File: config.mk
export PLATFORM = sky130hd
export DESIGN_NAME = dac_frame_spi_tx
export DESIGN_NICKNAME = d
export VERILOG_FILES = /design/src/rtl/dac_frame_spi_tx.sv
export SDC_FILE = /design/constraint.sdc
export NUM_CORES = 1
export LEC_CHECK = 0
export BUFFER_PORTS_ARGS = -buffer_cell sky130_fd_sc_hd__buf_2
export CAP_MARGIN = 30
export CORE_MARGIN = 2
export CORE_UTILIZATION = 50
export CTS_BUF_LIST = sky130_fd_sc_hd__clkbuf_4 sky130_fd_sc_hd__clkbuf_8
export DETAILED_ROUTE_END_ITERATION = 8
export PLACE_DENSITY = 0.72
export SLEW_MARGIN = 20
export SYNTH_ARGS = -nofsm -noshare
export SYNTH_HDL_FRONTEND = slang
export SYNTH_SLANG_ARGS = --single-unit
File: constraint.sdc
create_clock -name clk_i -period 3.8 [get_ports clk_i]
set_input_delay 0.19 -clock clk_i [delete_from_list [all_inputs] [get_ports clk_i]]
set_output_delay 0.19 -clock clk_i [all_outputs]
set_load 0.02 [all_outputs]
File: src/rtl/dac_frame_spi_tx.sv
// dac_frame_spi_tx: formats 8-bit samples into 16-bit DAC command frames and sends them over SPI mode 0 with an LDAC pulse
module dac_frame_spi_tx #(
  parameter int         CLK_DIV = 2,
  parameter logic [3:0] CONFIG  = 4'b0011
) (
  input  logic       clk_i,
  input  logic       rst_i,
  input  logic [7:0] data_i,
  input  logic       data_in_valid_strobe_i,
  output logic       spi_clk_o,
  output logic       spi_mosi_o,
  output logic       spi_cs_o,
  output logic       dac_ldac_o,
  output logic       busy_o,
  output logic       overrun_strobe_o
);
  localparam int CW = ($clog2(CLK_DIV + 1) < 1) ? 1 : $clog2(CLK_DIV + 1);
  localparam logic [CW-1:0] LAST = CW'(CLK_DIV - 1);

  typedef enum logic [2:0] {S_IDLE, S_START, S_SHIFT, S_STOP, S_LDAC} state_t;

  state_t        r_state;
  logic [CW-1:0] r_cnt;
  logic [7:0]    r_pend;
  logic          r_pend_v;
  logic          r_arm;
  logic [14:0]   r_sh;
  logic [4:0]    r_bit;
  logic          r_ph;
  logic          w_end;
  logic          w_consume;

  assign w_end = r_cnt == LAST;
  // pending is taken either one cycle after IDLE notices it, or straight out of the last LDAC cycle
  assign w_consume = (r_state == S_IDLE && r_arm) || (r_state == S_LDAC && w_end && r_pend_v);

  // one-deep pending sample; a strobe on the consumption cycle stays pending and is not an overrun
  always_ff @(posedge clk_i or negedge rst_i) begin
    if (!rst_i) begin
      r_pend           <= '0;
      r_pend_v         <= 1'b0;
      overrun_strobe_o <= 1'b0;
    end else begin
      r_pend           <= data_in_valid_strobe_i ? data_i : r_pend;
      r_pend_v         <= data_in_valid_strobe_i | (r_pend_v & ~w_consume);
      overrun_strobe_o <= data_in_valid_strobe_i & r_pend_v & ~w_consume;
    end
  end

  // frame sequencer with registered SPI/LDAC outputs; r_bit wraps to 31 once bit0's high phase is done
  always_ff @(posedge clk_i or negedge rst_i) begin
    if (!rst_i) begin
      r_state    <= S_IDLE;
      r_cnt      <= '0;
      r_arm      <= 1'b0;
      r_sh       <= '0;
      r_bit      <= '0;
      r_ph       <= 1'b0;
      spi_cs_o   <= 1'b1;
      spi_clk_o  <= 1'b0;
      spi_mosi_o <= 1'b0;
      dac_ldac_o <= 1'b1;
      busy_o     <= 1'b0;
    end else begin
      r_cnt <= (r_state == S_IDLE || w_end) ? '0 : r_cnt + 1'b1;
      case (r_state)
        S_IDLE: r_arm <= r_pend_v;
        S_START: if (w_end) begin
          r_state   <= S_SHIFT;
          spi_clk_o <= 1'b1;
          r_ph      <= 1'b1;
        end
        S_SHIFT: if (w_end) begin
          if (r_ph) begin
            spi_clk_o <= 1'b0;
            r_ph      <= 1'b0;
            r_bit     <= r_bit - 5'd1;
            if (r_bit != 5'd0) begin
              r_sh       <= {r_sh[13:0], 1'b0};
              spi_mosi_o <= r_sh[14];
            end
          end else if (r_bit == 5'd31) begin
            r_state    <= S_STOP;
            spi_cs_o   <= 1'b1;
            spi_mosi_o <= 1'b0;
          end else begin
            spi_clk_o <= 1'b1;
            r_ph      <= 1'b1;
          end
        end
        S_STOP: if (w_end) begin
          r_state    <= S_LDAC;
          dac_ldac_o <= 1'b0;
        end
        S_LDAC: if (w_end) begin
          r_state    <= S_IDLE;
          dac_ldac_o <= 1'b1;
          busy_o     <= 1'b0;
        end
        default: r_state <= S_IDLE;
      endcase
      if (w_consume) begin
        r_state    <= S_START;
        r_arm      <= 1'b0;
        r_sh       <= {CONFIG[2:0], r_pend, 4'b0000};
        r_bit      <= 5'd15;
        spi_mosi_o <= CONFIG[3];
        spi_cs_o   <= 1'b0;
        busy_o     <= 1'b1;
      end
    end
  end
endmodule

### After elaboration in Yosys (flattened, before gate mapping)

Index checks and enable logic that the tools add are counted.

| operators by class | value |
|---|---|
| reduce and logical (&&, ||, !) cells | 26 |
| equal/unequal tests | 20 |
| bitwise operators | 5 |
| muxes and demuxes | 44 |
| add/subtract/negate cells | 2 |

Operator list:

| kind | count |
|---|---|
| 2-to-1 mux 15 bit | 5 |
| 2-to-1 mux 1 bit | 23 |
| 2-to-1 mux 3 bit | 7 |
| != test 3 bit (second input constant) | 7 |
| 2-to-1 mux 5 bit | 4 |
| nonzero test 2 bit | 9 |
| AND reduction 4 bit | 4 |
| one-hot mux 3 bit (5 select lines) | 1 |
| != test 2 bit (second input constant) | 5 |
| AND reduction 3 bit | 3 |
| AND reduction 7 bit | 1 |
| equality test 3 x 2 -> 1 bit (second input constant) | 2 |
| one-hot mux 1 bit (2 select lines) | 3 |
| equality test 5 bit (second input constant) | 1 |
| nonzero test 5 bit | 1 |
| subtractor 5 x 1 -> 5 bit (second input constant) | 1 |
| bitwise AND 1 bit | 3 |
| equality test 3 x 1 -> 1 bit (second input constant) | 1 |
| equality test 3 bit (second input constant) | 1 |
| logical AND 1 bit | 3 |
| zero test 3 bit | 1 |
| != test 3 x 1 -> 1 bit (second input constant) | 1 |
| nonzero test 3 bit | 1 |
| adder 2 x 1 -> 2 bit (second input constant) | 1 |
| 7 further kinds | 8 |

| word-level totals | value |
|---|---|
| output and inout bits | 6 |
| flip-flop bits (word level) | 42 |
| logic and storage cells | 111 |

### Logic depth before layout (Yosys ltp)

| depth | value |
|---|---|
| depth after elaboration | 7 |
| mapped depth | 7 |
| gate-level depth less buffers | 5 |

### Worst setup path before layout

No wires, ideal clock.

| path | value |
|---|---|
| kind | reg2reg |
| from | reg r_bit[0] |
| to | reg r_bit[4] |
| setup slack | 2121 ps |
| period minus slack after synthesis | 1679 ps |
| data required time | 3722 ps |
| data arrival time | 1602 ps |
| setup time | 78 ps |
| cell stages (with the launch flop) | 6 |
| path through | dfrtp_1 > inv_1 > ha_1 > or3b_2 > or4_1 > a21oi_1 |

| between the ends | value |
|---|---|
| cells in the longest elaborated chain, start to end | 5 |

RTL lines:

| item | line | source |
|---|---|---|
| start, declared | 28 | `logic [4:0] r_bit;` |
| start signal, assigned | 77 | `r_bit <= r_bit - 5'd1;` |
| subtractor 5 x 1 -> 5 bit | 77 |  |
| 2-to-1 mux 5 bit | 74 | `if (r_ph) begin` |
| 2-to-1 mux 5 bit | 73 | `S_SHIFT: if (w_end) begin` |
| 2-to-1 mux 5 bit | 66 | `case (r_state)` |
| 2-to-1 mux 5 bit | 102 | `if (w_consume) begin` |

No other way between the ends. The select of a mux whose other input is x is not followed.
A chain may end at the register's enable or synchronous reset.

### Worst setup path in the final report

| path | value |
|---|---|
| from | reg r_cnt[1] |
| to | reg r_sh[6] |

| between the ends | value |
|---|---|
| cells in the longest elaborated chain, start to end | 6 |

RTL lines:

| item | line | source |
|---|---|---|
| start, declared | 23 | `logic [CW-1:0] r_cnt;` |
| start signal, assigned | 65 | `r_cnt <= (r_state == S_IDLE \|\| w_end) ? '0 : r_cnt + 1'b1;` |
| equality test 2 x 1 -> 1 bit (*) | 33 | `assign w_end = r_cnt == LAST;` |
| logical AND 1 bit (2 in series) | 35 | `assign w_consume = (r_state == S_IDLE && r_arm) \|\| (r_state == S_LDAC && w_end && r_pend_v);` |
| logical OR 1 bit | 35 |  |
| nonzero test 2 bit (no line) | - |  |
| AND reduction 4 bit (no line) | - |  |
| end signal, assigned | 79 | `r_sh <= {r_sh[13:0], 1'b0};` |
| end signal, assigned | 105 | `r_sh <= {CONFIG[2:0], r_pend, 4'b0000};` |
| end, declared | 27 | `logic [14:0] r_sh;` |

Every way passes the cells marked *; elsewhere a longest branch is shown, timed or not.

==> reports/summary.txt <==
Vias in the first global route: 1281
CTS Root Cell: clkbuf_8
Hold Crit Class: in -> async
Die Span Y: 65.64 um
Failing checks: negative hold slack
IO Port Bufs: 16
HPWL Detailed: 2.332 mm
Fillers: 310
Clock slew at reported path FFs: 0.07 ns
Worst setup EP type: flip-flop
Net Switching: 568.9 uW
# H-tree levels: 2
Crit-path cells: inv_1 > ha_1 > nand4bb_1 > or3_4 > a311oi_2
Clk_skew: 0.006225 ns
Final slew viol count: 0
Gr usage total: 18.33%
CTS tree: yes
Die ar.: 4308 um2
Yosys warns: 0
Sequential Power Share: 43.5%
Share of layout cells above drive strength 1: 24.46%
Post-Synthesis Cells: 175
Worst-path maximum fanout: 17
Final Power: 1.476 mW
Cell variety after synth: 45
Post-CTS Hold Fix Bufs: 0
Worst Path Required: 3.99 ns
Initial drt markers: 67
Met2 usage: 27.02%
P per Cell Area: 715.1 nW/um2
CP max stage cell: or3_4
Global-route wire length before repair: 5.947 mm
Placed cell areas: 1963 um2
Worst R2R Start: r_cnt[1]$_DFF_PN0_
Grt total ovfl: 0
Fmax: 406.7 MHz
Commonest non-fill, non-tap cell in the layout: dfrtp_1
Largest net degree at the start of global routing: 39
Worst IR Drop VDD: 0.3681 mV
Net Count, Synth: 190
Resized Gates After CTS: 0
Setup TNS: 0 ns
Post-synth EDFFs: 0
Post-synth design cell area: 1899 um2
Crit path launch: r_cnt[1]$_DFF_PN0_
Cell Int Power: 907.5 uW
ANT cells: 0
Sequential share of the synthesized area: 50.20%
Post-Route WL: 3.382 mm
Clock tree buffer depth: 2
Multi-input gate area: 815.8 um2
Yosys reg bits: 38
Sw frac: 38.53%
Placement Rows: 22
CP max stage delay: 0.68 ns
ANT nets after route: 0
Core area: 3661 um2
Met1 usage: 24.80%
Hold_ws: -0.008372 ns
GPL Wtd Cong: 0.7555
Area grow syn2layout: 8.696%
Final min period: 2.459 ns
Width of the die: 65.64 um
Final hold vios: 12
Critical path launch point type: flip-flop
CP Data Arrival Time: 2.65 ns
Cts bufs inserted: 5
Critical path class: reg -> reg
Final setup fails: 0
Status: finished with violations
Combinational share of power: 36.8%
Vias per cell: 5.836
Max-Slew Margin vs Limit: 46.41%
Static Leak: 0.8702 nW
Dominant synthesized flop cell: dfrtp_1
Tcrit/Tclk final: 64.70%
DR WL/cell: 14.58 um
Met3 GRT Util: 4.281%
Ys async rst share: 100.0%
RSZ-0062 raised after global routing: false
Max Cap Viol: 0
Final Non-Filler Cells: 232
Total number of vias: 1354
First-pass iteration count of the detailed router: 4
Design area: 2064 um2
Antenna violations before repair: 0
Worst skew pair latency: 0.28 ns
Worst slew pin tran: 0.8039 ns
NumNets Final: 198
# DRC: 0
Most frequent cells in the layout: dfrtp_1, buf_2, inv_1, nor4_1, a211oi_1
Most used routing layer: met2
Setup bufs post-CTS: 0
Initial core utilization: 51.88%
Clk pwr share: 19.7%
DP Cell Count: 224
Clock Sinks: 38
Mapped Avg Cell Area: 10.85 um2
Num ports: 17
Register cell area after layout: 953.4 um2
## power groups by stage
stage          Clock, mW  Sequential [mW]  Combinational [mW]
2_1_floorplan          0            0.613               0.486
3_5_place_dp           0            0.646               0.545
5_1_grt            0.314            0.664               0.613
6_report           0.291            0.642               0.543
4_1_cts            0.296            0.639               0.544
3_3_place_gp           0            0.639               0.520
## worst max-delay path, delay by kind of cell, from the launching register on
kind                       cells  cell delay (ns)
AOI/OAI and AO/OA              1             0.29
adders and majority gates      1             0.38
buffers and inverters          1             0.05
DFF                            1             0.36
and+or+nand+nor                2             1.28
## cells by family (layout without fill, tap and decap cells)
| family | count (synthesis) | count (layout) | synth area share, % |
|---|---|---|---|
| AOI/OAI and AO/OA | 48 | 48 | 19.83 |
| and+or+nand+nor | 46 | 46 | 15.09 |
| DFF | 38 | 38 | 50.20 |
| buffers and inverters | 30 | 39 | 7.180 |
| muxes | 7 | 7 | 4.150 |
| adders and majority gates | 4 | 4 | 2.635 |
| xor gates and xnor gates | 2 | 2 | 0.9224 |
## Yosys cell counts, types with 2 or more instances
| cell type | n | share of area, % |
|---|---|---|
| nand3_1 | 6 | 1.6 |
| clkbuf_1 | 7 | 1.4 |
| nand2_1 | 5 | 0.99 |
| a21o_1 | 3 | 1.2 |
| dfstp_2 | 2 | 2.8 |
| ha_1 | 4 | 2.6 |
| inv_1 | 13 | 2.6 |
| nand2b_1 | 2 | 0.66 |
| nor4_1 | 10 | 3.3 |
| and3_1 | 2 | 0.66 |
| nor3_1 | 3 | 0.79 |
| buf_6 | 2 | 1.2 |
| dfrtp_1 | 36 | 47 |
| buf_2 | 7 | 1.8 |
| a311oi_2 | 6 | 4.7 |
| mux2_2 | 7 | 4.2 |
| a211oi_1 | 9 | 3.6 |
| a31oi_1 | 4 | 1.3 |
| and4_1 | 3 | 1.4 |
| a21oi_1 | 5 | 1.3 |
| o21ai_0 | 8 | 2.1 |
| a31o_1 | 2 | 0.92 |
| o31ai_1 | 2 | 0.79 |
| nor2_1 | 6 | 1.2 |
## per-layer routing
| layer | vias up | routed length, um |
|---|---|---|
| met5 | - | 0 |
| met4 | 0 | 64 |
| met3 | 5 | 147 |
| met2 | 34 | 1543 |
| met1 | 649 | 1626 |
| li1 | 666 | - |
## per-stage QoR
| step | hold slack, ns | setup WS, ns | util (%) |
|---|---|---|---|
| floorplan | -0.1056 | 2.121 | - |
| global placement | 0.3242 | 1.472 | 53.62 |
| detailed placement | 0.3328 | 1.364 | 53.62 |
| CTS | 0.02185 | 1.369 | 56.22 |
| global route | 0.05429 | 1.135 | 56.39 |
| finish | -0.008372 | 1.341 | 56.39 |
## registers in the layout, indices dropped and copies added, names as in the netlist, 2 cells and up
signal	count
r_pend	8
r_sh	11
r_cnt	2
r_state	3
r_bit	5
## layout make-up
class                      count  share of cell area, %
multi-input combinational    107                  39.52
inverter                      14                  2.545
clock inverter                 1                 0.2424
tap                           48                  2.909
timing repair buffer          17                  4.242
clock buffer                   7                  4.364
sequential                    38                  46.18
## worst paths after layout
path	endpoint	slack [ns]	depth (start not counted)
min in group clk_i	r_pend[0]$_DFFE_PN0P_	0.12	3
max	r_sh[6]$_DFFE_PN0P_	1.34	5
max reg2reg	r_sh[6]$_DFFE_PN0P_	1.34	5
min	spi_clk_o$_DFFE_PN0P_	-0.008	1
max in group asynchronous	r_sh[9]$_DFFE_PN0P_	3.30	1
min reg2reg	r_cnt[0]$_DFF_PN0_	0.45	1
No activity file was read; power rests on OpenSTA's default activity.
